### src/rtl/hazard_if.sv
// Bundle of pipeline-side signals exchanged with the hazard/forwarding unit.
// The master modport is the pipeline; the slave modport is the unit.
interface hazard_if #(
  parameter int unsigned REG_ADDR_W  = 5,
  parameter int unsigned STALL_CNT_W = 32
);
  logic [REG_ADDR_W-1:0]  rs1_address_id_i;
  logic [REG_ADDR_W-1:0]  rs2_address_id_i;
  logic                   rs1_used_id_i;
  logic                   rs2_used_id_i;
  logic [REG_ADDR_W-1:0]  rd_address_id_i;
  logic                   rd_we_id_i;
  logic                   branch_id_i;
  logic                   div_op_id_i;
  logic [REG_ADDR_W-1:0]  rs1_address_ex_i;
  logic [REG_ADDR_W-1:0]  rs2_address_ex_i;
  logic [REG_ADDR_W-1:0]  rd_address_ex_i;
  logic                   rd_we_ex_i;
  logic                   mem_to_reg_ex_i;
  logic                   div_issue_ex_i;
  logic [REG_ADDR_W-1:0]  rd_address_mem_i;
  logic                   rd_we_mem_i;
  logic                   mem_to_reg_mem_i;
  logic [REG_ADDR_W-1:0]  rd_address_wb_i;
  logic                   rd_we_wb_i;
  logic [1:0]             alu_forward_a_o;
  logic [1:0]             alu_forward_b_o;
  logic [1:0]             branch_forward_a_o;
  logic [1:0]             branch_forward_b_o;
  logic                   stall_o;
  logic                   bubble_ex_o;
  logic                   div_busy_o;
  logic [STALL_CNT_W-1:0] stall_count_o;

  modport master (
    output rs1_address_id_i, rs2_address_id_i, rs1_used_id_i, rs2_used_id_i,
           rd_address_id_i, rd_we_id_i, branch_id_i, div_op_id_i,
           rs1_address_ex_i, rs2_address_ex_i, rd_address_ex_i, rd_we_ex_i,
           mem_to_reg_ex_i, div_issue_ex_i, rd_address_mem_i, rd_we_mem_i,
           mem_to_reg_mem_i, rd_address_wb_i, rd_we_wb_i,
    input  alu_forward_a_o, alu_forward_b_o, branch_forward_a_o, branch_forward_b_o,
           stall_o, bubble_ex_o, div_busy_o, stall_count_o
  );

  modport slave (
    input  rs1_address_id_i, rs2_address_id_i, rs1_used_id_i, rs2_used_id_i,
           rd_address_id_i, rd_we_id_i, branch_id_i, div_op_id_i,
           rs1_address_ex_i, rs2_address_ex_i, rd_address_ex_i, rd_we_ex_i,
           mem_to_reg_ex_i, div_issue_ex_i, rd_address_mem_i, rd_we_mem_i,
           mem_to_reg_mem_i, rd_address_wb_i, rd_we_wb_i,
    output alu_forward_a_o, alu_forward_b_o, branch_forward_a_o, branch_forward_b_o,
           stall_o, bubble_ex_o, div_busy_o, stall_count_o
  );
endinterface

### src/rtl/hazard_forwarding_unit.sv
// Operand forwarding selects and load-use / branch / divider stalls for the
// 5-stage rv32im_zbb pipeline, with a one-entry divide scoreboard and stall counter.
module hazard_forwarding_unit #(
  parameter int unsigned REG_ADDR_W  = 5,
  parameter int unsigned DIV_LATENCY = 34,
  parameter int unsigned STALL_CNT_W = 32
) (
  input logic     clk,
  input logic     reset,
  hazard_if.slave bus
);
  localparam int unsigned CNT_W   = $clog2(DIV_LATENCY);
  localparam logic [1:0]  FWD_RF  = 2'b00;
  localparam logic [1:0]  FWD_WB  = 2'b01;
  localparam logic [1:0]  FWD_MEM = 2'b10;

  typedef enum logic {IDLE, BUSY} state_t;

  state_t                state;
  state_t                state_next;
  logic [CNT_W-1:0]      cnt;
  logic [CNT_W-1:0]      cnt_next;
  logic [REG_ADDR_W-1:0] pend_addr;
  logic [REG_ADDR_W-1:0] pend_next;
  logic                  load_use;
  logic                  branch_stall;
  logic                  raw_hit;
  logic                  waw_hit;
  logic                  sb_stall;
  logic                  stall;

  function automatic logic match(input logic [REG_ADDR_W-1:0] src,
                                 input logic [REG_ADDR_W-1:0] rd,
                                 input logic                  we);
    return we && (rd != '0) && (src == rd);
  endfunction

  function automatic logic [1:0] fwd_sel(input logic mem_hit, input logic wb_hit);
    return mem_hit ? FWD_MEM : (wb_hit ? FWD_WB : FWD_RF);
  endfunction

  // ALU operands see EX sources; branch operands are compared in ID and cannot take a MEM load
  assign bus.alu_forward_a_o = fwd_sel(
    match(bus.rs1_address_ex_i, bus.rd_address_mem_i, bus.rd_we_mem_i),
    match(bus.rs1_address_ex_i, bus.rd_address_wb_i, bus.rd_we_wb_i));
  assign bus.alu_forward_b_o = fwd_sel(
    match(bus.rs2_address_ex_i, bus.rd_address_mem_i, bus.rd_we_mem_i),
    match(bus.rs2_address_ex_i, bus.rd_address_wb_i, bus.rd_we_wb_i));
  assign bus.branch_forward_a_o = fwd_sel(
    match(bus.rs1_address_id_i, bus.rd_address_mem_i, bus.rd_we_mem_i) && !bus.mem_to_reg_mem_i,
    match(bus.rs1_address_id_i, bus.rd_address_wb_i, bus.rd_we_wb_i));
  assign bus.branch_forward_b_o = fwd_sel(
    match(bus.rs2_address_id_i, bus.rd_address_mem_i, bus.rd_we_mem_i) && !bus.mem_to_reg_mem_i,
    match(bus.rs2_address_id_i, bus.rd_address_wb_i, bus.rd_we_wb_i));

  assign load_use = bus.mem_to_reg_ex_i &&
    ((bus.rs1_used_id_i && match(bus.rs1_address_id_i, bus.rd_address_ex_i, bus.rd_we_ex_i)) ||
     (bus.rs2_used_id_i && match(bus.rs2_address_id_i, bus.rd_address_ex_i, bus.rd_we_ex_i)));

  assign branch_stall = bus.branch_id_i &&
    ((bus.rs1_used_id_i &&
      (match(bus.rs1_address_id_i, bus.rd_address_ex_i, bus.rd_we_ex_i) ||
       (match(bus.rs1_address_id_i, bus.rd_address_mem_i, bus.rd_we_mem_i) && bus.mem_to_reg_mem_i))) ||
     (bus.rs2_used_id_i &&
      (match(bus.rs2_address_id_i, bus.rd_address_ex_i, bus.rd_we_ex_i) ||
       (match(bus.rs2_address_id_i, bus.rd_address_mem_i, bus.rd_we_mem_i) && bus.mem_to_reg_mem_i))));

  // A pending divide into x0 has no architectural result to protect
  assign raw_hit = (pend_addr != '0) &&
    ((bus.rs1_used_id_i && (bus.rs1_address_id_i == pend_addr)) ||
     (bus.rs2_used_id_i && (bus.rs2_address_id_i == pend_addr)));
  assign waw_hit  = (pend_addr != '0) && bus.rd_we_id_i && (bus.rd_address_id_i == pend_addr);
  assign sb_stall = (state == BUSY) && (bus.div_op_id_i || raw_hit || waw_hit);

  assign stall           = load_use || branch_stall || sb_stall;
  assign bus.stall_o     = stall;
  assign bus.bubble_ex_o = stall;
  assign bus.div_busy_o  = (state == BUSY);

  // Divider occupancy: issue is only accepted from IDLE
  always_comb begin
    state_next = state;
    cnt_next   = cnt;
    pend_next  = pend_addr;
    case (state)
      IDLE: begin
        if (bus.div_issue_ex_i) begin
          state_next = BUSY;
          pend_next  = bus.rd_address_ex_i;
          cnt_next   = CNT_W'(DIV_LATENCY - 1);
        end
      end
      BUSY: begin
        if (cnt == '0) begin
          state_next = IDLE;
          pend_next  = '0;
        end else begin
          cnt_next = cnt - CNT_W'(1);
        end
      end
    endcase
  end

  always_ff @(posedge clk) begin
    if (reset) begin
      state             <= IDLE;
      cnt               <= '0;
      pend_addr         <= '0;
      bus.stall_count_o <= '0;
    end else begin
      state     <= state_next;
      cnt       <= cnt_next;
      pend_addr <= pend_next;
      if (stall && (bus.stall_count_o != '1)) begin
        bus.stall_count_o <= bus.stall_count_o + STALL_CNT_W'(1);
      end
    end
  end
endmodule

### src/flat_wrapper.sv
// flat-port wrapper written by rule: the top's interface ports become plain ports
module hazard_forwarding_unit_flat 
#(
  parameter int unsigned REG_ADDR_W  = 5,
  parameter int unsigned DIV_LATENCY = 34,
  parameter int unsigned STALL_CNT_W = 32
)
  (clk, reset, bus_rs1_address_id_i, bus_rs2_address_id_i, bus_rs1_used_id_i, bus_rs2_used_id_i, bus_rd_address_id_i, bus_rd_we_id_i, bus_branch_id_i, bus_div_op_id_i, bus_rs1_address_ex_i, bus_rs2_address_ex_i, bus_rd_address_ex_i, bus_rd_we_ex_i, bus_mem_to_reg_ex_i, bus_div_issue_ex_i, bus_rd_address_mem_i, bus_rd_we_mem_i, bus_mem_to_reg_mem_i, bus_rd_address_wb_i, bus_rd_we_wb_i, bus_alu_forward_a_o, bus_alu_forward_b_o, bus_branch_forward_a_o, bus_branch_forward_b_o, bus_stall_o, bus_bubble_ex_o, bus_div_busy_o, bus_stall_count_o);
  hazard_if #(.REG_ADDR_W(REG_ADDR_W), .STALL_CNT_W(STALL_CNT_W)) bus_i ();
  input logic clk;
  input logic reset;
  input wire logic [$bits(bus_i.rs1_address_id_i)-1:0] bus_rs1_address_id_i;
  input wire logic [$bits(bus_i.rs2_address_id_i)-1:0] bus_rs2_address_id_i;
  input wire logic [$bits(bus_i.rs1_used_id_i)-1:0] bus_rs1_used_id_i;
  input wire logic [$bits(bus_i.rs2_used_id_i)-1:0] bus_rs2_used_id_i;
  input wire logic [$bits(bus_i.rd_address_id_i)-1:0] bus_rd_address_id_i;
  input wire logic [$bits(bus_i.rd_we_id_i)-1:0] bus_rd_we_id_i;
  input wire logic [$bits(bus_i.branch_id_i)-1:0] bus_branch_id_i;
  input wire logic [$bits(bus_i.div_op_id_i)-1:0] bus_div_op_id_i;
  input wire logic [$bits(bus_i.rs1_address_ex_i)-1:0] bus_rs1_address_ex_i;
  input wire logic [$bits(bus_i.rs2_address_ex_i)-1:0] bus_rs2_address_ex_i;
  input wire logic [$bits(bus_i.rd_address_ex_i)-1:0] bus_rd_address_ex_i;
  input wire logic [$bits(bus_i.rd_we_ex_i)-1:0] bus_rd_we_ex_i;
  input wire logic [$bits(bus_i.mem_to_reg_ex_i)-1:0] bus_mem_to_reg_ex_i;
  input wire logic [$bits(bus_i.div_issue_ex_i)-1:0] bus_div_issue_ex_i;
  input wire logic [$bits(bus_i.rd_address_mem_i)-1:0] bus_rd_address_mem_i;
  input wire logic [$bits(bus_i.rd_we_mem_i)-1:0] bus_rd_we_mem_i;
  input wire logic [$bits(bus_i.mem_to_reg_mem_i)-1:0] bus_mem_to_reg_mem_i;
  input wire logic [$bits(bus_i.rd_address_wb_i)-1:0] bus_rd_address_wb_i;
  input wire logic [$bits(bus_i.rd_we_wb_i)-1:0] bus_rd_we_wb_i;
  output wire logic [$bits(bus_i.alu_forward_a_o)-1:0] bus_alu_forward_a_o;
  output wire logic [$bits(bus_i.alu_forward_b_o)-1:0] bus_alu_forward_b_o;
  output wire logic [$bits(bus_i.branch_forward_a_o)-1:0] bus_branch_forward_a_o;
  output wire logic [$bits(bus_i.branch_forward_b_o)-1:0] bus_branch_forward_b_o;
  output wire logic [$bits(bus_i.stall_o)-1:0] bus_stall_o;
  output wire logic [$bits(bus_i.bubble_ex_o)-1:0] bus_bubble_ex_o;
  output wire logic [$bits(bus_i.div_busy_o)-1:0] bus_div_busy_o;
  output wire logic [$bits(bus_i.stall_count_o)-1:0] bus_stall_count_o;
  assign bus_i.rs1_address_id_i = bus_rs1_address_id_i;
  assign bus_i.rs2_address_id_i = bus_rs2_address_id_i;
  assign bus_i.rs1_used_id_i = bus_rs1_used_id_i;
  assign bus_i.rs2_used_id_i = bus_rs2_used_id_i;
  assign bus_i.rd_address_id_i = bus_rd_address_id_i;
  assign bus_i.rd_we_id_i = bus_rd_we_id_i;
  assign bus_i.branch_id_i = bus_branch_id_i;
  assign bus_i.div_op_id_i = bus_div_op_id_i;
  assign bus_i.rs1_address_ex_i = bus_rs1_address_ex_i;
  assign bus_i.rs2_address_ex_i = bus_rs2_address_ex_i;
  assign bus_i.rd_address_ex_i = bus_rd_address_ex_i;
  assign bus_i.rd_we_ex_i = bus_rd_we_ex_i;
  assign bus_i.mem_to_reg_ex_i = bus_mem_to_reg_ex_i;
  assign bus_i.div_issue_ex_i = bus_div_issue_ex_i;
  assign bus_i.rd_address_mem_i = bus_rd_address_mem_i;
  assign bus_i.rd_we_mem_i = bus_rd_we_mem_i;
  assign bus_i.mem_to_reg_mem_i = bus_mem_to_reg_mem_i;
  assign bus_i.rd_address_wb_i = bus_rd_address_wb_i;
  assign bus_i.rd_we_wb_i = bus_rd_we_wb_i;
  assign bus_alu_forward_a_o = bus_i.alu_forward_a_o;
  assign bus_alu_forward_b_o = bus_i.alu_forward_b_o;
  assign bus_branch_forward_a_o = bus_i.branch_forward_a_o;
  assign bus_branch_forward_b_o = bus_i.branch_forward_b_o;
  assign bus_stall_o = bus_i.stall_o;
  assign bus_bubble_ex_o = bus_i.bubble_ex_o;
  assign bus_div_busy_o = bus_i.div_busy_o;
  assign bus_stall_count_o = bus_i.stall_count_o;
  hazard_forwarding_unit #(.REG_ADDR_W(REG_ADDR_W), .DIV_LATENCY(DIV_LATENCY), .STALL_CNT_W(STALL_CNT_W)) u_core (.clk(clk), .reset(reset), .bus(bus_i));
endmodule
### config.mk
export PLATFORM = sky130hd
export DESIGN_NAME = hazard_forwarding_unit_flat
export DESIGN_NICKNAME = d
export VERILOG_FILES = /design/src/rtl/hazard_if.sv /design/src/rtl/hazard_forwarding_unit.sv /design/src/flat_wrapper.sv
export SDC_FILE = /design/constraint.sdc
export NUM_CORES = 1
export LEC_CHECK = 0
export BUFFER_PORTS_ARGS = -buffer_cell sky130_fd_sc_hd__buf_2
export CAP_MARGIN = 20
export CELL_PAD_IN_SITES_DETAIL_PLACEMENT = 1
export CELL_PAD_IN_SITES_GLOBAL_PLACEMENT = 1
export CORE_MARGIN = 2
export CORE_UTILIZATION = 38
export DETAILED_ROUTE_END_ITERATION = 6
export GPL_ROUTABILITY_DRIVEN = 0
export HOLD_SLACK_MARGIN = 0.03
export PLACE_DENSITY = 0.92
export SKIP_CTS_REPAIR_TIMING = 1
export SLEW_MARGIN = 10
export SYNTH_ARGS = -nofsm -noshare
export SYNTH_HDL_FRONTEND = slang
export SYNTH_SLANG_ARGS = --single-unit
### constraint.sdc
create_clock -name clk -period 3.6 [get_ports clk]
set_input_delay 0.72 -clock clk [delete_from_list [all_inputs] [get_ports clk]]
set_output_delay 0.72 -clock clk [all_outputs]
set_load 0.01 [all_outputs]
==> impl_metrics.json <==
{
  "synth_xor_area_share_pct": 18.61,
  "tns_ns": 0,
  "syn_inst": 386,
  "cts_tree": "built",
  "post-route-util_pct": 46.50,
  "fin_nets": 520,
  "min_path_type": "reg2reg",
  "reg2reg_depth": 7,
  "io_buffers": 95,
  "place_hpwl_mm": 7.466,
  "gr-usage-met1_pct": 26.05,
  "cp.required_ns": 2.88,
  "syn_area_um2": 3153,
  "clock_sinks": 44,
  "crit_type": "in2out",
  "path_clk_slew_ns": 0.08,
  "drv_slew": 0,
  "drt-total-wl_mm": 9.690,
  "yosys_register_bits": 44,
  "syn_area_per_cell_um2": 8.168,
  "synth-simple-area-share_pct": 29.01,
  "worstSetupStartpointType": "primary input",
  "viasPerCell": 5.718,
  "grt_pass1_vias": 3265,
  "io_pins": 96,
  "gr-max-usage-layer": "met2",
  "first_iter_violations": 93,
  "cts_root_buf": "clkbuf_8",
  "overflow": 0,
  "rsz0062_at_grt": "no",
  "ys.flop_type": "dfxtp_1",
  "grtUsageMet3_pct": 2.846,
  "drtPass1Iterations": 4,
  "timing.slew.headroom_pct": 31.93,
  "vias": 3259,
  "skew_ns": 0.006341,
  "layout-drive-gt1-share_pct": 26.45,
  "antenna_found_initial": 0,
  "drc_errors": 0,
  "path_max_fanout": 5,
  "placed_area_um2": 3656,
  "die_x_um": 95.09,
  "n_antenna_cell": 0,
  "core_region_area_um2": 8134,
  "routedWlPerCell_um": 17.00,
  "fp.dieH_um": 95.09,
  "grt_first_pass_wirelength_mm": 15.75,
  "hold_viol": 0,
  "yosysWarningCount": 0,
  "synthAdderAreaFrac_pct": 1.190,
  "track_usage_pct": 21.98,
  "num_rows": 33,
  "synth_cell_types": 47,
  "worst_pin_slew_ns": 1.013,
  "fill_cells": 1026,
  "power.leakage_nw": 1.544,
  "synth_edf_count": 0,
  "antenna_left": 0,
  "synth_top_family_by_area": "simple AND/OR/NAND/NOR gates",
  "grt_max_degree": 56,
  "start_util_pct": 38.76,
  "cts_buffers": 5,
  "fmax_mhz": 325.6,
  "critical_path_arrival_ns": 2.35,
  "period_needed_ns": 3.072,
  "syn_nets": 442,
  "synth_seq_area_share_pct": 27.94,
  "grtUsageMet2_pct": 40.96,
  "area_delta_synth_final_pct": 19.96,
  "final_area_um2": 3782,
  "drv_cap": 0,
  "clk_path_buf_depth": 2,
  "synthMuxAreaShare_pct": 3.929,
  "htreeDepth": 2,
  "whs_path_depth": 2,
  "finalCritPeriodShare_pct": 85.32,
  "fp.dieArea_um2": 9042,
  "peakVddDrop_uv": 194.0,
  "setup_viol": 0,
  "status": "complete, no violations",
  "cp-end-kind": "output port",
  "synth-compound-area-share_pct": 14.21,
  "clkLatencyLatePin_ns": 0.30,
  "synth_async_sr_flop_share_pct": 0,
  "p_per_area_nw_per_um2": 312.5
}
[registers in the layout, summed over array words and instances, names as in the netlist]
register,count
u_core.cnt,6
u_core.pend_addr,5
u_core.bus.div_busy_o,1
u_core.bus.stall_count_o,32
[cell usage after synthesis (3+ instances only)]
cell	number	area [µm²]
or4b_1	3	30.03
inv_1	6	22.52
dfxtp_1	44	880.8
a21oi_1	26	130.1
buf_2	6	30.03
nand2_1	15	56.30
ha_1	3	37.54
nor2b_1	12	75.07
buf_6	3	33.78
clkbuf_1	16	60.06
a31oi_1	3	18.77
nor3_1	7	35.03
xor2_1	50	437.9
nor4_1	17	106.4
mux2_2	9	101.4
o31ai_1	9	67.56
o21ai_0	15	75.07
and4_1	4	35.03
nor2_1	28	105.1
nand3_1	20	100.1
o41ai_1	3	26.28
or3_1	10	62.56
a22oi_1	5	37.54
or4_1	18	135.1
nand4_1	8	50.05
xnor2_1	17	148.9
[final cells by class]
class                   count  area (µm²)  share of cell area [%]
inverters                   6       22.52                  0.5954
repair buffers             98       510.5                   13.50
clock inverters             1       30.03                  0.7939
flip-flops and latches     44       880.8                   23.29
well taps                 105       131.4                   3.473
multi-input cells         309        2111                   55.81
clock buffers               7       96.34                   2.547
[stage by stage]
| stage | hold slack [ns] | power, mW | setup slack (ns) | instances |
|---|---|---|---|---|
| 6_report | 0.5119 | 1.182 | 0.5285 | 570 |
| 2_1_floorplan | 0.4985 | 0.6889 | 0.4822 | 386 |
| 5_1_grt | 0.5527 | 1.248 | 0.4592 | 570 |
| 4_1_cts | 0.5136 | 1.194 | 0.5372 | 570 |
| 3_3_place_gp | 0.4709 | 0.7599 | 0.6121 | 562 |
| 3_5_place_dp | 0.5020 | 0.7743 | 0.5371 | 562 |
[where the power goes]
group	leakage, nW	switching, mW	internal [mW]	total, mW
Combinational	1.12	0.146	0.101	0.246
Clock	0.0645	0.169	0.245	0.414
Sequential	0.356	0.0208	0.501	0.522
Total	1.54	0.335	0.847	1.18
[placed cells by master (no fill, tap or decap), types with 4 or more instances in the layout]
cell type,n
and4_1,4
o31ai_1,9
clkbuf_8,7
or3_1,10
inv_1,6
a21oi_1,26
nor2b_1,12
dfxtp_1,44
xor2_1,50
nand2_1,15
buf_2,95
o21ai_0,15
or4_1,18
a22oi_1,5
nor4_1,17
mux2_2,9
xnor2_1,17
nand3_1,20
nand4_1,8
nor2_1,28
nor3_1,7
[critical path: stages]
cell	delay (ns)
buf_2	0.14
or4_1	0.54
o21ai_2	0.29
nor3_1	0.12
nor4_1	0.35
buf_2	0.20
[cells by family (layout without fill, tap and decap cells)]
logic type / after synthesis / after routing
xor gates and xnor gates: 67 / 67
adders and majority gates: 3 / 3
buffers and inverters: 33 / 112
AOI/OAI and AO/OA: 72 / 72
DFF: 44 / 44
muxes: 11 / 11
and+or+nand+nor: 156 / 156
[path summary, 6_finish.rpt]
path	from	to	slack, ns
worst max-delay path	bus_rd_address_mem_i[1]	bus_branch_forward_a_o[0]	0.53
worst min-delay path	u_core.bus.stall_count_o[31]$_SDFFE_PP0P_	u_core.bus.stall_count_o[31]$_SDFFE_PP0P_	0.51
worst max register to register	u_core.bus.stall_count_o[24]$_SDFFE_PP0P_	u_core.bus.stall_count_o[3]$_SDFFE_PP0P_	0.90
worst min register to register	u_core.bus.stall_count_o[31]$_SDFFE_PP0P_	u_core.bus.stall_count_o[31]$_SDFFE_PP0P_	0.51
[metal layers]
metal / vias up / share of wire, % / routed length, µm
li1: 1564 / - / -
met1: 1603 / 43 / 4134
met2: 80 / 52 / 5051
met3: 12 / 3.8 / 372
met4: 0 / 1.4 / 131
met5: - / 0 / 0
(Power assumes the default switching activity.)
